===== src/rtl/idu_pkg.sv =====
// Shared constants for the increment/decrement unit.
package idu_pkg;

  localparam int unsigned IDU_WIDTH = 16;
  localparam logic        IDU_DEC   = 1'b0;
  localparam logic        IDU_INC   = 1'b1;

endpackage : idu_pkg


===== src/rtl/idu_core.sv =====
// Combinational +/-1 datapath: next value plus wrap (carry/borrow out) and zero flags.
module idu_core
  import idu_pkg::*;
#(
  parameter int unsigned WIDTH = IDU_WIDTH
) (
  input  logic [WIDTH-1:0] data_in,
  input  logic             mode,
  output logic [WIDTH-1:0] next_value,
  output logic             next_wrap,
  output logic             next_zero
);

  localparam int unsigned EXT_W = WIDTH + 1;

  logic [EXT_W-1:0] ext_operand;
  logic [EXT_W-1:0] ext_result;

  // One extra bit catches the carry on increment and the borrow on decrement.
  always_comb begin
    ext_operand = EXT_W'({1'b0, data_in});
    ext_result  = (mode == IDU_INC) ? ext_operand + EXT_W'(1)
                                    : ext_operand - EXT_W'(1);
    next_value  = ext_result[WIDTH-1:0];
    next_wrap   = ext_result[WIDTH];
    next_zero   = (ext_result[WIDTH-1:0] == '0);
  end

endmodule : idu_core


===== src/rtl/idu.sv =====
// Increment/decrement unit: output registers with synchronous reset around idu_core.
module idu
  import idu_pkg::*;
#(
  parameter int unsigned WIDTH = IDU_WIDTH
) (
  input  logic             clk,
  input  logic             rst,
  input  logic [WIDTH-1:0] data_in,
  input  logic             mode,
  output logic [WIDTH-1:0] data_out,
  output logic             wrap,
  output logic             zero
);

  logic [WIDTH-1:0] core_value;
  logic             core_wrap;
  logic             core_zero;

  logic [WIDTH-1:0] data_d, data_q;
  logic             wrap_d, wrap_q;
  logic             zero_d, zero_q;

  idu_core #(
    .WIDTH (WIDTH)
  ) u_core (
    .data_in    (data_in),
    .mode       (mode),
    .next_value (core_value),
    .next_wrap  (core_wrap),
    .next_zero  (core_zero)
  );

  always_comb begin
    data_d = core_value;
    wrap_d = core_wrap;
    zero_d = core_zero;
  end

  // Reset state reports a zero result with no wrap.
  always_ff @(posedge clk) begin
    if (rst) begin
      data_q <= '0;
      wrap_q <= 1'b0;
      zero_q <= 1'b1;
    end else begin
      data_q <= data_d;
      wrap_q <= wrap_d;
      zero_q <= zero_d;
    end
  end

  assign data_out = data_q;
  assign wrap     = wrap_q;
  assign zero     = zero_q;

endmodule : idu


===== config.mk =====
export PLATFORM = sky130hd
export DESIGN_NAME = idu
export DESIGN_NICKNAME = d
export VERILOG_FILES = /design/src/rtl/idu_pkg.sv /design/src/rtl/idu_core.sv /design/src/rtl/idu.sv
export SDC_FILE = /design/constraint.sdc
export NUM_CORES = 1
export LEC_CHECK = 0
export CORE_MARGIN = 4
export CORE_UTILIZATION = 50
export CTS_BUF_LIST = sky130_fd_sc_hd__clkbuf_16
export CTS_CLUSTER_SIZE = 14
export DETAILED_ROUTE_END_ITERATION = 8
export GPL_ROUTABILITY_DRIVEN = 0
export PLACE_DENSITY_LB_ADDON = 0.05
export SYNTH_ARGS = -nofsm -noshare
export SYNTH_HDL_FRONTEND = slang
export SYNTH_SLANG_ARGS = --single-unit

===== constraint.sdc =====
create_clock -name clk -period 4.25 [get_ports clk]
set_input_delay 0.85 -clock clk [delete_from_list [all_inputs] [get_ports clk]]
set_output_delay 0.85 -clock clk [all_outputs]
set_load 0.1 [all_outputs]

# Word level (Yosys, flattened, before mapping)
# Cells that the tools add are included.
op_classes:
  add_sub_neg: 2
  n_mul: 0
  n_div: 0
  n_lt_le_gt_ge: 0
  n_eq_ne: 0
  shift: 0
  mux: 1
  bitwise_logic: 0
  reduce_logical: 1
ops:
  columns: ["op", "count"]
  rows:
  - ["16-bit by 1-bit adder with 17-bit output, second input constant", 1]
  - ["17-bit 2-to-1 mux", 1]
  - ["16-bit by 1-bit subtractor with 17-bit output, second input constant", 1]
  - ["16-bit zero test", 1]
word_totals:
  regBits: 18
  latch_bits: 0
  mem_bits_rw: 0
  mem_bits_ro: 0
  inputBits: 19
  output_inout_bits: 18
  wordCells: 7
  mem_count: 0

# Depth between registers and ports, before layout
# Gate-level depths: netlist (run 1).
logic_depth:
  ltp_word: 3
  ltp_mapped: 10
  ltp_nobuf: 10

# Hierarchy
# From an unflattened synthesis (run 1), not the netlist that was laid out.
hier_totals:
  hier_cells: 156
  area_unflattened_um2: 1378.8
by_module_without_submodules:
  columns: ["module", "instances", "cells_per_inst", "area_each_um2", "seq_area_each_um2"]
  rows:
  - ["idu_core", 1, 119, 887.1, 0.0]
  - ["idu", 1, 37, 491.7, 360.3]

# Least setup slack after synthesis (run 1)
# No wires, ideal clock.
synth_timing:
  kind: "input-to-reg"
  startpoint: "in mode"
  endpoint: "reg zero_q, in the netlist zero"
  setup_time_ns: 0.096
  arrival_ns: 3.081
  required_ns: 4.154
  slack_ns: 1.074
  path_stages: 10
  path_buffers: 0
  path_cell_list: "inv_1 ha_1 and2_4 a311oi_2 nand3_2 a2111oi_4 o31ai_2 a21oi_2 xnor2_1 o41ai_2"
synth_via:
  elab_chain_cells: 2
synth_rtl:
  columns: ["element", "line", "source"]
  rows:
  - ["start: declaration", "idu.sv:10", "input logic mode,"]
  - ["17-bit 2-to-1 mux", "idu_core.sv:22", "ext_result = (mode == IDU_INC) ? ext_operand + EXT_W'(1)"]
  - ["16-bit zero test", "idu_core.sv:26", "next_zero = (ext_result[WIDTH-1:0] == '0);"]
  - ["end signal: assignment", "idu.sv:49", "zero_q <= zero_d;"]
  - ["end: declaration", "idu.sv:22", "logic zero_d, zero_q;"]
# Every way passes these cells.
# A chain may end at the register's enable or synchronous reset.

# Worst setup path in the final report (run 1)
# Same ends and word-level chain as after synthesis.

==> results of run 1 <==
area by class of cell:
class	instances	area (sq um)	share of cell area, %
inverters	6	22.5	1.30
clock buffers	3	75.1	4.33
flip-flops and latches	18	360	20.8
well taps	28	35.0	2.02
clock inverters	1	3.75	0.217
repair buffers	36	360	20.8
multi-input cells	115	876	50.5
logic make-up (layout without fill, tap and decap cells):
family / count (synthesis) / count (layout) / share of synthesized area [%]
fa+ha+maj: 17 / 17 / 17.4
buf+inv: 7 / 46 / 2.08
simple gates: 48 / 48 / 20.2
xor+xnor: 14 / 14 / 9.71
compound gates: 36 / 36 / 22.0
flops: 18 / 18 / 28.5
stage by stage:
stage	util, %	power [mW]	hold slack [ps]	cell area (sq um)
2_1_floorplan	-	0.480	922	1260
3_3_place_gp	72.0	0.558	1470	1650
3_5_place_dp	72.0	0.564	1520	1650
4_1_cts	75.4	0.747	1270	1730
5_1_grt	75.4	0.776	1280	1730
6_report	75.4	0.741	1270	1730
worst max-delay path by stage:
stage                     start  endpoint  slack (ps)  cells past startpoint
after floorplan            mode      zero        1070                     10
after global placement     mode      zero         280                     11
after detailed placement   mode      zero         190                     11
after CTS                  mode      zero         440                     11
after global routing       mode      zero         170                     11
final                      mode      zero         440                     11
synth_stat cells (2+ instances only):
| cell type | count |
|---|---|
| sky130_fd_sc_hd__dfxtp_1 | 18 |
| sky130_fd_sc_hd__nor2_1 | 18 |
| sky130_fd_sc_hd__ha_1 | 16 |
| sky130_fd_sc_hd__a21oi_1 | 11 |
| sky130_fd_sc_hd__xnor2_1 | 9 |
| sky130_fd_sc_hd__inv_1 | 6 |
| sky130_fd_sc_hd__xor2_1 | 5 |
| sky130_fd_sc_hd__and2_1 | 4 |
| sky130_fd_sc_hd__nor3_1 | 4 |
| sky130_fd_sc_hd__o21ai_1 | 4 |
| sky130_fd_sc_hd__a21o_1 | 3 |
| sky130_fd_sc_hd__a31oi_1 | 3 |
| sky130_fd_sc_hd__nand2_1 | 3 |
| sky130_fd_sc_hd__nand3_1 | 3 |
| sky130_fd_sc_hd__or2_2 | 3 |
| sky130_fd_sc_hd__a311o_1 | 2 |
| sky130_fd_sc_hd__nand2b_1 | 2 |
| sky130_fd_sc_hd__nand4_1 | 2 |
| sky130_fd_sc_hd__o21a_1 | 2 |
| sky130_fd_sc_hd__o21ai_0 | 2 |
worst max-delay path, cell delays in order:
cell and delay (ps):
sky130_fd_sc_hd__clkdlybuf4s50_1 430, sky130_fd_sc_hd__inv_1 430, sky130_fd_sc_hd__ha_1 420, sky130_fd_sc_hd__and2_4 200
sky130_fd_sc_hd__a311oi_2 390, sky130_fd_sc_hd__nand3_2 160, sky130_fd_sc_hd__a2111oi_4 370, sky130_fd_sc_hd__nor2_1 100
sky130_fd_sc_hd__xnor2_1 250, sky130_fd_sc_hd__nand4b_1 150, sky130_fd_sc_hd__o41ai_2 200
routing by layer:
metal	vias to the layer above	share of wire (%)	wire length [um]	track usage, %
met5	-	0	0	0
met4	0	1.0	27	4.97
met3	3	8.4	217	2.67
met2	47	46	1200	28.9
met1	530	44	1150	19.7
li1	587	-	-	-
state kept, by name (all words and copies together) (netlist names):
signal / cells
wrap: 1
data_out: 16
zero: 1
power by group through the flow:
stage	clock network (mW)	logic (mW)	registers, mW
floorplan	0	0.120	0.360
global placement	0	0.359	0.199
detailed placement	0	0.364	0.200
CTS	0.184	0.365	0.197
global route	0.192	0.386	0.198
finish	0.180	0.365	0.196
==> run summary, run 1 <==
Post-CTS repair changed the size of 0 cells. Buffers inserted to repair hold after CTS numbered 0. The post-route netlist has 7.26% of its cells at a drive strength greater than 1.

The logs give 3 for the number of buffers created by CTS and 0 for the number of routed nets with antenna violations. For this design the total switching power over the nets is 0.314 mW. For this run, the leading register cell type out of synthesis is sky130_fd_sc_hd__dfxtp_1. At the pin with the least slew margin, the transition time is 970 ps. The die is 58.3 um wide.

The first global-routing pass estimated 4.42 mm of wire. STA classifies the critical path endpoint as a flop. Across the VDD grid, the largest voltage drop is 0.413 mV. Of the total power, the share spent switching nets is 42.4%.

The run gives 1167 as the detailed-route via count. The count of pins over their slew limit came out at 0. The I/O pin count is 37, and the fraction of registers with async set/reset is 0%. The first routing iteration left 22 violations. The via count of the first global-routing pass came out at 1081. Once placement completed, the tool counted placed cells totaling 203.

The worst setup path is launched from a primary input. TritonCTS built the clock tree. Timing would allow up to 0.263 GHz. For the largest buffer count on any clock path, the log shows 2. The logs give 16.2% for the global router's overall resource usage and 191 ps for the worst slack after detailed placement. The number of warning messages in the yosys log is 0, and the effective utilization at floorplan is 55.0%. The portion of the clock cycle consumed by the worst path in the final layout works out to 89.6%. Dividing the detail-routed wire length by the instance count gives 12.5 um. Relative to the synthesized area, the layout overhead comes to 37.3%. In this run, flip-flops and latches consume 26.5% of the power. The tools report the clock root buffer as sky130_fd_sc_hd__clkbuf_16. The share of total power in combinational logic is 49.3%, and the die span in y is 58.3 um.

Portion of the post-synthesis area used by sequential elements: 28.5%. The largest area contributor in the synthesized netlist was sky130_fd_sc_hd__dfxtp_1. The worst setup path is of the in -> reg kind. The start point of the worst hold path was data_in[0]. The library cell used most frequently in the layout, excluding fill and tap cells, is sky130_fd_sc_hd__clkdlybuf4s50_1. Across all setup checks in the final design, the least slack found is 443 ps.

The count of maximum capacitance violations is 0. The H-tree level count was 1. The clock-pin slew on the worst setup and hold paths is 50 ps, and the remaining max-slew budget at the tightest pin is 35.1%. The number of distinct standard cells referenced by the synthesized netlist is 40, and the HPWL after detailed placement is 2.16 mm. The vias per cell came out at 5.64.

Counting instances, the worst hold path has a depth of 2. The floorplan step defined a die boundary enclosing 3390 sq um. The logs give 4400 ps for the required arrival time at the worst endpoint and 0 for the number of antenna diodes. The top cell types in the final layout, fill and taps aside, are 36 x sky130_fd_sc_hd__clkdlybuf4s50_1, 18 x sky130_fd_sc_hd__nor2_1, 18 x sky130_fd_sc_hd__dfxtp_1. Summing every instance area after synthesis gives 1260 sq um. Number of non-filler instances in the completed layout: 207. Fill cells in the final layout number 172. The count of input and output buffers works out to 36. The class of the worst hold path was in -> reg. For this design the static power due to leakage is 0.732 nW. The total wire length was 2.60 mm. The total overflow left after global routing is 0.

Setup repair after global routing left no endpoint under its margin. The final layout net count was 216. Counting flops and latches in the post-synthesis netlist gives 18. The portion of synthesized cell area occupied by the leading cell type was 28.5%.

Count of standard-cell rows: 17. The core region is 2300 sq um. After detailed routing, the number of remaining DRC violations is 0. The run gives 18 as the count of clock tree sinks.

The logs give 0 for the number of failing setup endpoints in the final timing report and 176 for the number of nets in the synthesized netlist. Buffers added to address setup during post-CTS repair amount to 0. The worst min-delay path endpoint is data_out[0]. In this run the power density over the cells is 428 nW/um^2. The average cell area after synthesis came out at 9.02 sq um.

By area the synthesized netlist is led by sky130_fd_sc_hd__dfxtp_1 29%, sky130_fd_sc_hd__ha_1 16%, sky130_fd_sc_hd__xnor2_1 6.2%. Setup total negative slack on the finished layout was measured at 0 ps. The number of iterations in the first detailed-routing pass is 4, and the count of flip-flops with a built-in enable after synthesis is 0.

The number of cells produced by synthesis was 140; the data arrival time of the worst path was 3960 ps. In this run the worst path has a maximum fanout of 16. The logs give 0.427 mW for the internal power and 0 for the final count of hold timing violations. The clock network fraction of design power is 24.2%, and the pin count of the biggest net entering global routing is 17. The initial antenna violation count was 0. The flow ran to the end, and the final reports show no timing, DRC or antenna violations. The smallest clock period supported by the final layout is computed as 3810 ps.
No activity file was read; power rests on OpenSTA's default activity.
==> run 2: changes to the inputs <==
--- a/config.mk
+++ b/config.mk
@@ -12,6 +12,8 @@
 export DETAILED_ROUTE_END_ITERATION = 8
 export GPL_ROUTABILITY_DRIVEN = 0
 export PLACE_DENSITY_LB_ADDON = 0.05
+export REMOVE_ABC_BUFFERS = 1
 export SYNTH_ARGS = -nofsm -noshare
 export SYNTH_HDL_FRONTEND = slang
 export SYNTH_SLANG_ARGS = --single-unit
+export TNS_END_PERCENT = 20
==> run summary, run 2 (synthesis gave the netlist of run 1 again) <==
The first-pass GRT wire length came out at 4.49 mm. The number of buffers added for setup after CTS came out at 0. The highest-utilization routing layer at the global route stage is met2. The die is 58.3 um tall.

Leaving out fill and tap cells, the most frequent cells in the layout are 36 x sky130_fd_sc_hd__clkdlybuf4s50_1, 18 x sky130_fd_sc_hd__nor2_1, 18 x sky130_fd_sc_hd__dfxtp_1. In this run, CTS created clock tree buffers numbering 3. CTS placed an instance of sky130_fd_sc_hd__clkbuf_16 at the clock tree root. The count of pins over their slew limit is 0. The count of clock tree sinks was 18. The initial antenna violation count was 0; the remaining design rule violation count was 0.

Average wire length per cell after detail routing: 13.5 um. The run gives 1057 as the via count of the first global-routing pass. The run finished with clean final reports.

VDD sags by at most 0.391 mV. Summing all placed instances gives a cell area of 1650 sq um. Dividing total power by cell area gives a power density of 432 nW/um^2. The time the worst path needs with I/O delays and setup is 3780 ps.

In this run the remaining antenna-violating nets after routing total 0. Derived from the worst setup path, the maximum achievable clock frequency is 0.265 GHz. Global routing finished with a remaining overflow of 0. The count of instances resized after the clock tree is built is 0, and the vias per cell is 5.54. The sum of negative setup slack was 0 ps.

For the count of routing violations after the opening detailed-route iteration, the log shows 25. The worst hold path passes through 2 cells. Setup violations remaining at the end of the flow were counted as 0. The origin of the worst setup path is mode.

The portion of the clock cycle consumed by the worst path in the final layout came out at 88.9%. For met1 alone, demand over resource in global routing was 21.7%. For this configuration, the core starts out at a cell density of 55.0%.

Total wire length: 2.78 mm. Port buffering added 36 buffers. TritonCTS built the clock tree.

Flip-flop count of the largest register, all copies and words added: 16. Setup repair after global routing left no endpoint under its margin. In this run the static leakage power is 0.731 nW. The tools report the die area as 3390 sq um. The number of buffers added to fix hold violations after cts is 0, and the number of cells in the design after placement is 203.

Sum of internal, switching and leakage power: 0.747 mW. The tools report the start point of the worst hold path as data_in[0]. The global router's overall resource usage is 16.9%. The library cell used most frequently in the layout, excluding fill and tap cells, is sky130_fd_sc_hd__clkdlybuf4s50_1.

The class of the worst hold path was in -> reg. For the remaining max-slew budget at the tightest pin, the log shows 33.2%. For this run, global-route usage on met2 was measured as 28.9%. The final layout net count was 216. The ratio of cells with drive above 1 in the final layout works out to 7.30%. The slew at the pin with the worst max-slew slack works out to 999 ps. From left edge to right edge, the die measures 58.3 um. At the worst endpoint, the required time is 4400 ps.

The tools report the largest buffer count on any clock path as 2. The worst setup path is of the in -> reg kind. The count of standard-cell rows is 17. Fill cells in the final layout number 170. The number of antenna diodes is 0, and the area of the placeable core is 2300 sq um. In this run the worst path has a maximum fanout of 16. In this run the count of I/O pins placed on the die edge is 37. The worst setup path is captured at a flop.

Number of iterations in the first detailed-routing pass: 4. The H-tree level count was 1; the detailed-route via count was 1141. The pin count of the biggest net entering global routing was 17; the fraction of met3 tracks used by global routing was 1.78%.

The area added between synthesis and finish is 37.0%, and the final count of hold timing violations is 0. Once layout is complete, the cells apart from fillers number 206. The nature of the critical path startpoint was a primary input. The run gives 1730 sq um as the final standard cell area without fillers. The data arrival time of the worst path was 3930 ps; the clock-pin slew on the worst setup and hold paths was 50 ps.

The run gives 0 as the count of maximum capacitance violations. Once detailed placement completed, the half-perimeter wirelength came to 2.22 mm.
## run 2: cell types whose count changed in the layout (fill, tap and decap cells not counted)
cell,delta
sky130_fd_sc_hd__clkinv_1,-1
## run 2: cell type report
| class | instances | area [sq um] | area share (%) |
|---|---|---|---|
| well taps | 28 | 35.0 | 2.03 |
| repair buffers | 36 | 360 | 20.8 |
| flip-flops and latches | 18 | 360 | 20.8 |
| inverters | 6 | 22.5 | 1.30 |
| multi-input cells | 115 | 876 | 50.7 |
| clock buffers | 3 | 75.1 | 4.34 |
## run 2: report_power, final
group          leakage [nW]  total, mW  internal (mW)  switching [mW]
registers             0.150      0.197          0.191         0.00599
clock network        0.0370      0.183          0.124          0.0593
logic                 0.544      0.366          0.111           0.256
total                 0.731      0.747          0.426           0.321
## run 2: final timing paths
path	end
max	zero
min	data_out[0]
## run 2: critical path, cell delays in order
cell	delay (ps)
sky130_fd_sc_hd__clkdlybuf4s50_1	430
sky130_fd_sc_hd__inv_1	430
sky130_fd_sc_hd__ha_1	420
sky130_fd_sc_hd__and2_4	200
sky130_fd_sc_hd__a311oi_2	360
sky130_fd_sc_hd__nand3_2	180
sky130_fd_sc_hd__a2111oi_4	370
sky130_fd_sc_hd__nor2_1	110
sky130_fd_sc_hd__xnor2_1	200
sky130_fd_sc_hd__nand4b_1	140
sky130_fd_sc_hd__o41ai_2	230
## run 2: metrics by stage
step	utilization (%)	hold WS [ps]	worst slack (ps)
finish	75.3	1260	470
global route	75.3	1270	224
CTS	75.3	1260	454
detailed placement	72.0	1490	192
global placement	72.0	1470	285
floorplan	-	917	1070
## run 2: metal layers
metal	vias up	part of all wire (%)	routed length (um)
met4	0	1.7	48
met2	33	45	1270
met3	5	6.4	178
met1	516	46	1290
li1	587	-	-
met5	-	0	0
